File: src/rtl/cpu_defs.sv
// Shared CPU definitions for the writeback path.
// Provides register-file geometry, the zero-register index, the arbitration
// mode encodings and the grant-state enum used by the writeback arbiter.
package cpu_defs;

  localparam int REG_ADDR_W  = 5;
  localparam int REG_DATA_W  = 32;
  localparam int REG_COUNT   = 32;

  localparam logic [REG_ADDR_W-1:0] ZERO_REG = '0;

  // Arbitration modes
  localparam int PRI_RR      = 0;  // alternate between A and B under contention
  localparam int PRI_FIXED_B = 1;  // B always wins under contention

  // Which requester won the most recent arbitration
  typedef enum logic {
    GRANT_A = 1'b0,
    GRANT_B = 1'b1
  } grant_e;

endpackage

File: src/rtl/rr_arbiter2.sv
// Two-way writeback arbiter.
// Ports:
//   Clk, Reset      : clock, synchronous active-high reset
//   AValid, BValid  : request lines
//   GrantA, GrantB  : combinational grants, at most one high, never without
//                     the matching request; both low while Reset is high
//   LastGrantB      : state, 1 = B won the last arbitration (reset value 1 so
//                     that A is favoured first)
// Handshake: a requester holds Valid (and its payload) until it sees its
// Grant high in a cycle; the transfer happens at the rising edge ending that
// cycle.
module rr_arbiter2
  import cpu_defs::*;
#(
  parameter int PRIORITY_MODE = PRI_RR
) (
  input  logic Clk,
  input  logic Reset,
  input  logic AValid,
  input  logic BValid,
  output logic GrantA,
  output logic GrantB,
  output logic LastGrantB
);

  grant_e lastGrant;

  always_comb begin
    GrantA = 1'b0;
    GrantB = 1'b0;
    if (!Reset) begin
      if (AValid && BValid) begin
        if (PRIORITY_MODE == PRI_FIXED_B) begin
          GrantB = 1'b1;
        end else if (lastGrant == GRANT_B) begin
          GrantA = 1'b1;
        end else begin
          GrantB = 1'b1;
        end
      end else begin
        GrantA = AValid;
        GrantB = BValid;
      end
    end
  end

  // Grant state only moves when a grant actually happens; idle cycles hold it.
  always_ff @(posedge Clk) begin
    if (Reset) begin
      lastGrant <= GRANT_B;
    end else if (GrantB) begin
      lastGrant <= GRANT_B;
    end else if (GrantA) begin
      lastGrant <= GRANT_A;
    end
  end

  assign LastGrantB = (lastGrant == GRANT_B);

endmodule

File: src/rtl/regfile_wb_arbiter.sv
// Writeback arbiter for the 32x32 register file's single write port.
// Requester A (ALU result) and requester B (load data) compete for the port;
// the winner's address/data are registered and presented to the register
// file one cycle later.
// Ports:
//   Clk, Reset                    : clock, synchronous active-high reset
//   AValid/AReady/AAddr/AData     : requester A handshake and payload
//   BValid/BReady/BAddr/BData     : requester B handshake and payload
//   RegWrite/WriteRegister/WriteData : registered regfile write port
//   ReadRegister1/2               : regfile read addresses for hazard check
//   Hazard1/2                     : read address matches the in-flight write
//   PendingMask                   : one-hot of the register being written
//   LastGrantB                    : arbitration state, 1 = B won last
// Handshake: Valid with payload is held stable until Ready is seen high;
// Ready high means the write is accepted at the edge ending that cycle.
module regfile_wb_arbiter
  import cpu_defs::*;
#(
  parameter int PRIORITY_MODE = PRI_RR,
  parameter int DROP_ZERO     = 1
) (
  input  logic        Clk,
  input  logic        Reset,
  input  logic        AValid,
  output logic        AReady,
  input  logic [4:0]  AAddr,
  input  logic [31:0] AData,
  input  logic        BValid,
  output logic        BReady,
  input  logic [4:0]  BAddr,
  input  logic [31:0] BData,
  output logic        RegWrite,
  output logic [4:0]  WriteRegister,
  output logic [31:0] WriteData,
  input  logic [4:0]  ReadRegister1,
  input  logic [4:0]  ReadRegister2,
  output logic        Hazard1,
  output logic        Hazard2,
  output logic [31:0] PendingMask,
  output logic        LastGrantB
);

  logic                  grantA;
  logic                  grantB;
  logic [REG_ADDR_W-1:0] selAddr;
  logic [REG_DATA_W-1:0] selData;
  logic                  regWriteQ;
  logic [REG_ADDR_W-1:0] writeRegQ;
  logic [REG_DATA_W-1:0] writeDataQ;

  rr_arbiter2 #(
    .PRIORITY_MODE(PRIORITY_MODE)
  ) uArb (
    .Clk        (Clk),
    .Reset      (Reset),
    .AValid     (AValid),
    .BValid     (BValid),
    .GrantA     (grantA),
    .GrantB     (grantB),
    .LastGrantB (LastGrantB)
  );

  assign AReady  = grantA;
  assign BReady  = grantB;
  assign selAddr = grantB ? BAddr : AAddr;
  assign selData = grantB ? BData : AData;

  // Address/data hold when idle; only the enable drops.
  always_ff @(posedge Clk) begin
    if (Reset) begin
      regWriteQ  <= 1'b0;
      writeRegQ  <= '0;
      writeDataQ <= '0;
    end else if (grantA || grantB) begin
      writeRegQ  <= selAddr;
      writeDataQ <= selData;
      regWriteQ  <= !((DROP_ZERO != 0) && (selAddr == ZERO_REG));
    end else begin
      regWriteQ  <= 1'b0;
    end
  end

  // Reset asserted during the write cycle must still cancel that write, so
  // the registered enable is squashed while Reset is high.
  assign RegWrite      = regWriteQ & ~Reset;
  assign WriteRegister = writeRegQ;
  assign WriteData     = writeDataQ;

  assign Hazard1 = RegWrite && (ReadRegister1 == writeRegQ) && (writeRegQ != ZERO_REG);
  assign Hazard2 = RegWrite && (ReadRegister2 == writeRegQ) && (writeRegQ != ZERO_REG);

  assign PendingMask = RegWrite ? (REG_COUNT'(1) << writeRegQ) : '0;

endmodule

File: config.mk
export PLATFORM = sky130hd
export DESIGN_NAME = regfile_wb_arbiter
export DESIGN_NICKNAME = d
export VERILOG_FILES = /design/src/rtl/cpu_defs.sv /design/src/rtl/rr_arbiter2.sv /design/src/rtl/regfile_wb_arbiter.sv
export SDC_FILE = /design/constraint.sdc
export NUM_CORES = 1
export LEC_CHECK = 0
export ABC_AREA = 1
export BUFFER_PORTS_ARGS = -buffer_cell sky130_fd_sc_hd__buf_2
export CORE_MARGIN = 1.5
export CORE_UTILIZATION = 41
export DETAILED_ROUTE_END_ITERATION = 6
export GPL_ROUTABILITY_DRIVEN = 0
export PLACE_DENSITY_LB_ADDON = 0.12
export SKIP_LAST_GASP = 1
export SLEW_MARGIN = 20
export SYNTH_ARGS = -nofsm -noshare
export SYNTH_HDL_FRONTEND = slang
export SYNTH_SLANG_ARGS = --single-unit
File: constraint.sdc
create_clock -name Clk -period 1.5 [get_ports Clk]
set_clock_uncertainty 0.15 [all_clocks]
set_input_delay 0 -clock Clk [delete_from_list [all_inputs] [get_ports Clk]]
set_output_delay 0 -clock Clk [all_outputs]
set_load 0.01 [all_outputs]
==> metrics.txt <==
Pre-Repair DR Iteration Count 4; Row Count 26; flop-to-flop setup slack about 0.17 ns; Slew HR 76.4%; Cell Chain, Critical Path nor2_2 -> nand3_2 -> a21oi_1 -> nor3_2 -> buf_2; CP max-delay cell dfxtp_4; status complete, no violations; Die Ht approximately 78 um; crit path DAT approximately 1.3 ns; synth warn 0; GR Util All Layers 28.3%; Layout fillers about 380; switching power share of the total between 30% and 40%; final setup vio count 0; CTS tree done; Inst Count DP 612; CP top delay family flip-flops; clock buffer depth 2; unrepaired setup endpoints after global routing yes; final hold vios 0; Nets a little over 700; Inserted Diodes 0; total CTS buffers 5; IR drop worst, VDD approximately 0.60 mV; Lkg Pwr 2.42 nW; DRC Markers 0; cell internal pwr 0.00193 W; post-route ant nets 0; Place WS ~0.086 ns; # Max-Cap Violations 0; final worst-path cycle share between 90% and 100%; Sum Neg Setup Slack 0 ns; DP HPWL a little under 5000 um; Avg WL per Cell approximately 12 um; combinational fraction of design power between 30% and 40%; fin crit period ~1.5 ns; PwrDens just under 700 nW/um^2; Worst Min Path Start AAddr[4]; Crit Path Max Fanout 5; Multi-input gate area ~1200 sq um; layout cells sized above 1 about a third; Via Count approximately 3200; Storage cell area between 700 and 800 sq um; FF+latch count, synth 39; Core ar. roughly 5200 sq um; CP Class reg -> out; Root Driver clkbuf_8; CTS sink count 39; Req. time, crit path 1.35 ns; Critical path origin WriteRegister[1]; synth unique cells 23; Worst Hold Slack between 0.008 and 0.009 ns; commonest non-fill, non-tap cells in the layout buf_2 (162), nand2_1 (146), dlygate4sd3_1 (72), inv_1 (50), nand3_1 (38); Hold WC Path Type in -> reg; Seq/Total Area, Yosys 34.2%; CTS clk-pin slew, worst paths approximately 0.080 ns; Skew-Pair Late Insertion Delay between 0.2 and 0.3 ns; total gr overflow 0; area grow syn2layout 82.1%; delay of the slowest critical-path stage approximately 0.38 ns; Mean Syn Cell Area a little under 6 sq um; Net Sw Power just under 0.0009 W; largest net degree at the start of global routing 36; Post-Syn Area 2280 sq um; vias in the first global route about 3200; post-route insts no fill roughly 700; sequential power share 41.5%; post-DR vias/cell roughly 4.7; WP buf/inv 1; num ports around 160; Die ar. 6020 sq um; Clock H-tree levels 2; startpoint types flip-flop; Synth Net Count 472; most common cell after layout, fill and taps aside buf_2; final WL around 8600 um; Port-buffer cells ~160; DR iter-0 viols about 180; Worst Setup End Kind output port; worst r2r src uArb.LastGrantB; Clk network pwr share between 20% and 30%; die width about 78 um; Slew @ Worst Pin about 0.35 ns; worst setup margin between 0.02 and 0.025 ns; initial antenna violation count 0; Mapped Cells around 380; Initial Util between 40% and 50%; first-pass GRT wire length 14000 um; fmax 677 MHz; final slew viol count 0
## registers in the layout, summed over array words and instances (netlist names)
signal	count
uArb.LastGrantB	1
regWriteQ	1
WriteData	32
WriteRegister	5
## synth_stat cells (all sizes together)
master / instances / area share [%]
o21ai: 7 / 2.0
nand2: 151 / 25
nand4: 14 / 3.8
dfxtp: 39 / 34
nand3b: 1 / 0.33
clkinv: 2 / 0.33
buf: 15 / 3.7
o211ai: 3 / 0.99
inv: 57 / 9.4
nor2: 37 / 6.1
nor3: 1 / 0.22
o22ai: 1 / 0.27
clkbuf: 4 / 0.66
xnor2: 6 / 2.3
nand3: 40 / 9.0
a21oi: 6 / 1.5
## worst min-delay path: cells and delay by family
kind	cells	cell delay [ns]
AO/OA/AOI/OAI	1	0.07
buffers and inverters	3	0.15
AND/OR/NAND/NOR	3	0.19
## power by group through the flow
stage | Sequential (W) | Combinational [W] | Clock [W]
finish | 0.00116 | 0.000884 | 0.000752
global route | 0.00117 | 0.000973 | 0.000824
CTS | 0.00115 | 0.000810 | 0.000781
floorplan | 0.00120 | 0.000342 | 0
global placement | 0.00117 | 0.000644 | 0
detailed placement | 0.00117 | 0.000655 | 0
## worst paths after layout
path / to / depth (start not counted)
hold reg to reg: WriteData[12] / 4
setup reg to reg: WriteData[25] / 8
hold / removal: WriteRegister[4] / 7
setup / recovery: Hazard2 / 5
## final cells by class
| cell class | instances | area share, % |
|---|---|---|
| clock inverter | 2 | 0.331 |
| multi-input combinational | 267 | 29.8 |
| tap | 70 | 2.11 |
| timing repair buffer | 254 | 41.2 |
| inverter | 59 | 5.51 |
| clock buffer | 6 | 1.99 |
| sequential | 39 | 19.0 |
## routing by layer
metal  global-route usage [%]  routed length [um]  up-vias
li1                         -                   -     1657
met1                     31.7                3400     1421
met2                     50.9                4300      147
met3                     7.53                 706       21
met4                     10.5                 193        0
met5                        0                   0        -
## metrics by stage
step	util [%]	total power [W]	cell area, sq um
6_report	79.3	0.00280	4150
4_1_cts	77.0	0.00274	4030
2_1_floorplan	-	0.00154	2280
3_3_place_gp	61.0	0.00182	3190
5_1_grt	79.3	0.00297	4150
3_5_place_dp	61.0	0.00183	3190
## what timing repair did
item,CTS,global route
setup endpoints to repair,8,70
hold endpoints to repair,38,0
hold buffers,72,0
pin swaps,1,16
gates resized for setup,6,30
buffers inserted,1,4
## logic make-up after synthesis
group,synth area share (%)
flip-flops,34.2
AO/OA/AOI/OAI,4.77
AND/OR/NAND/NOR,44.7
XOR/XNOR,2.30
buffers and inverters,14.0
Power figures use the tool's default switching activity.
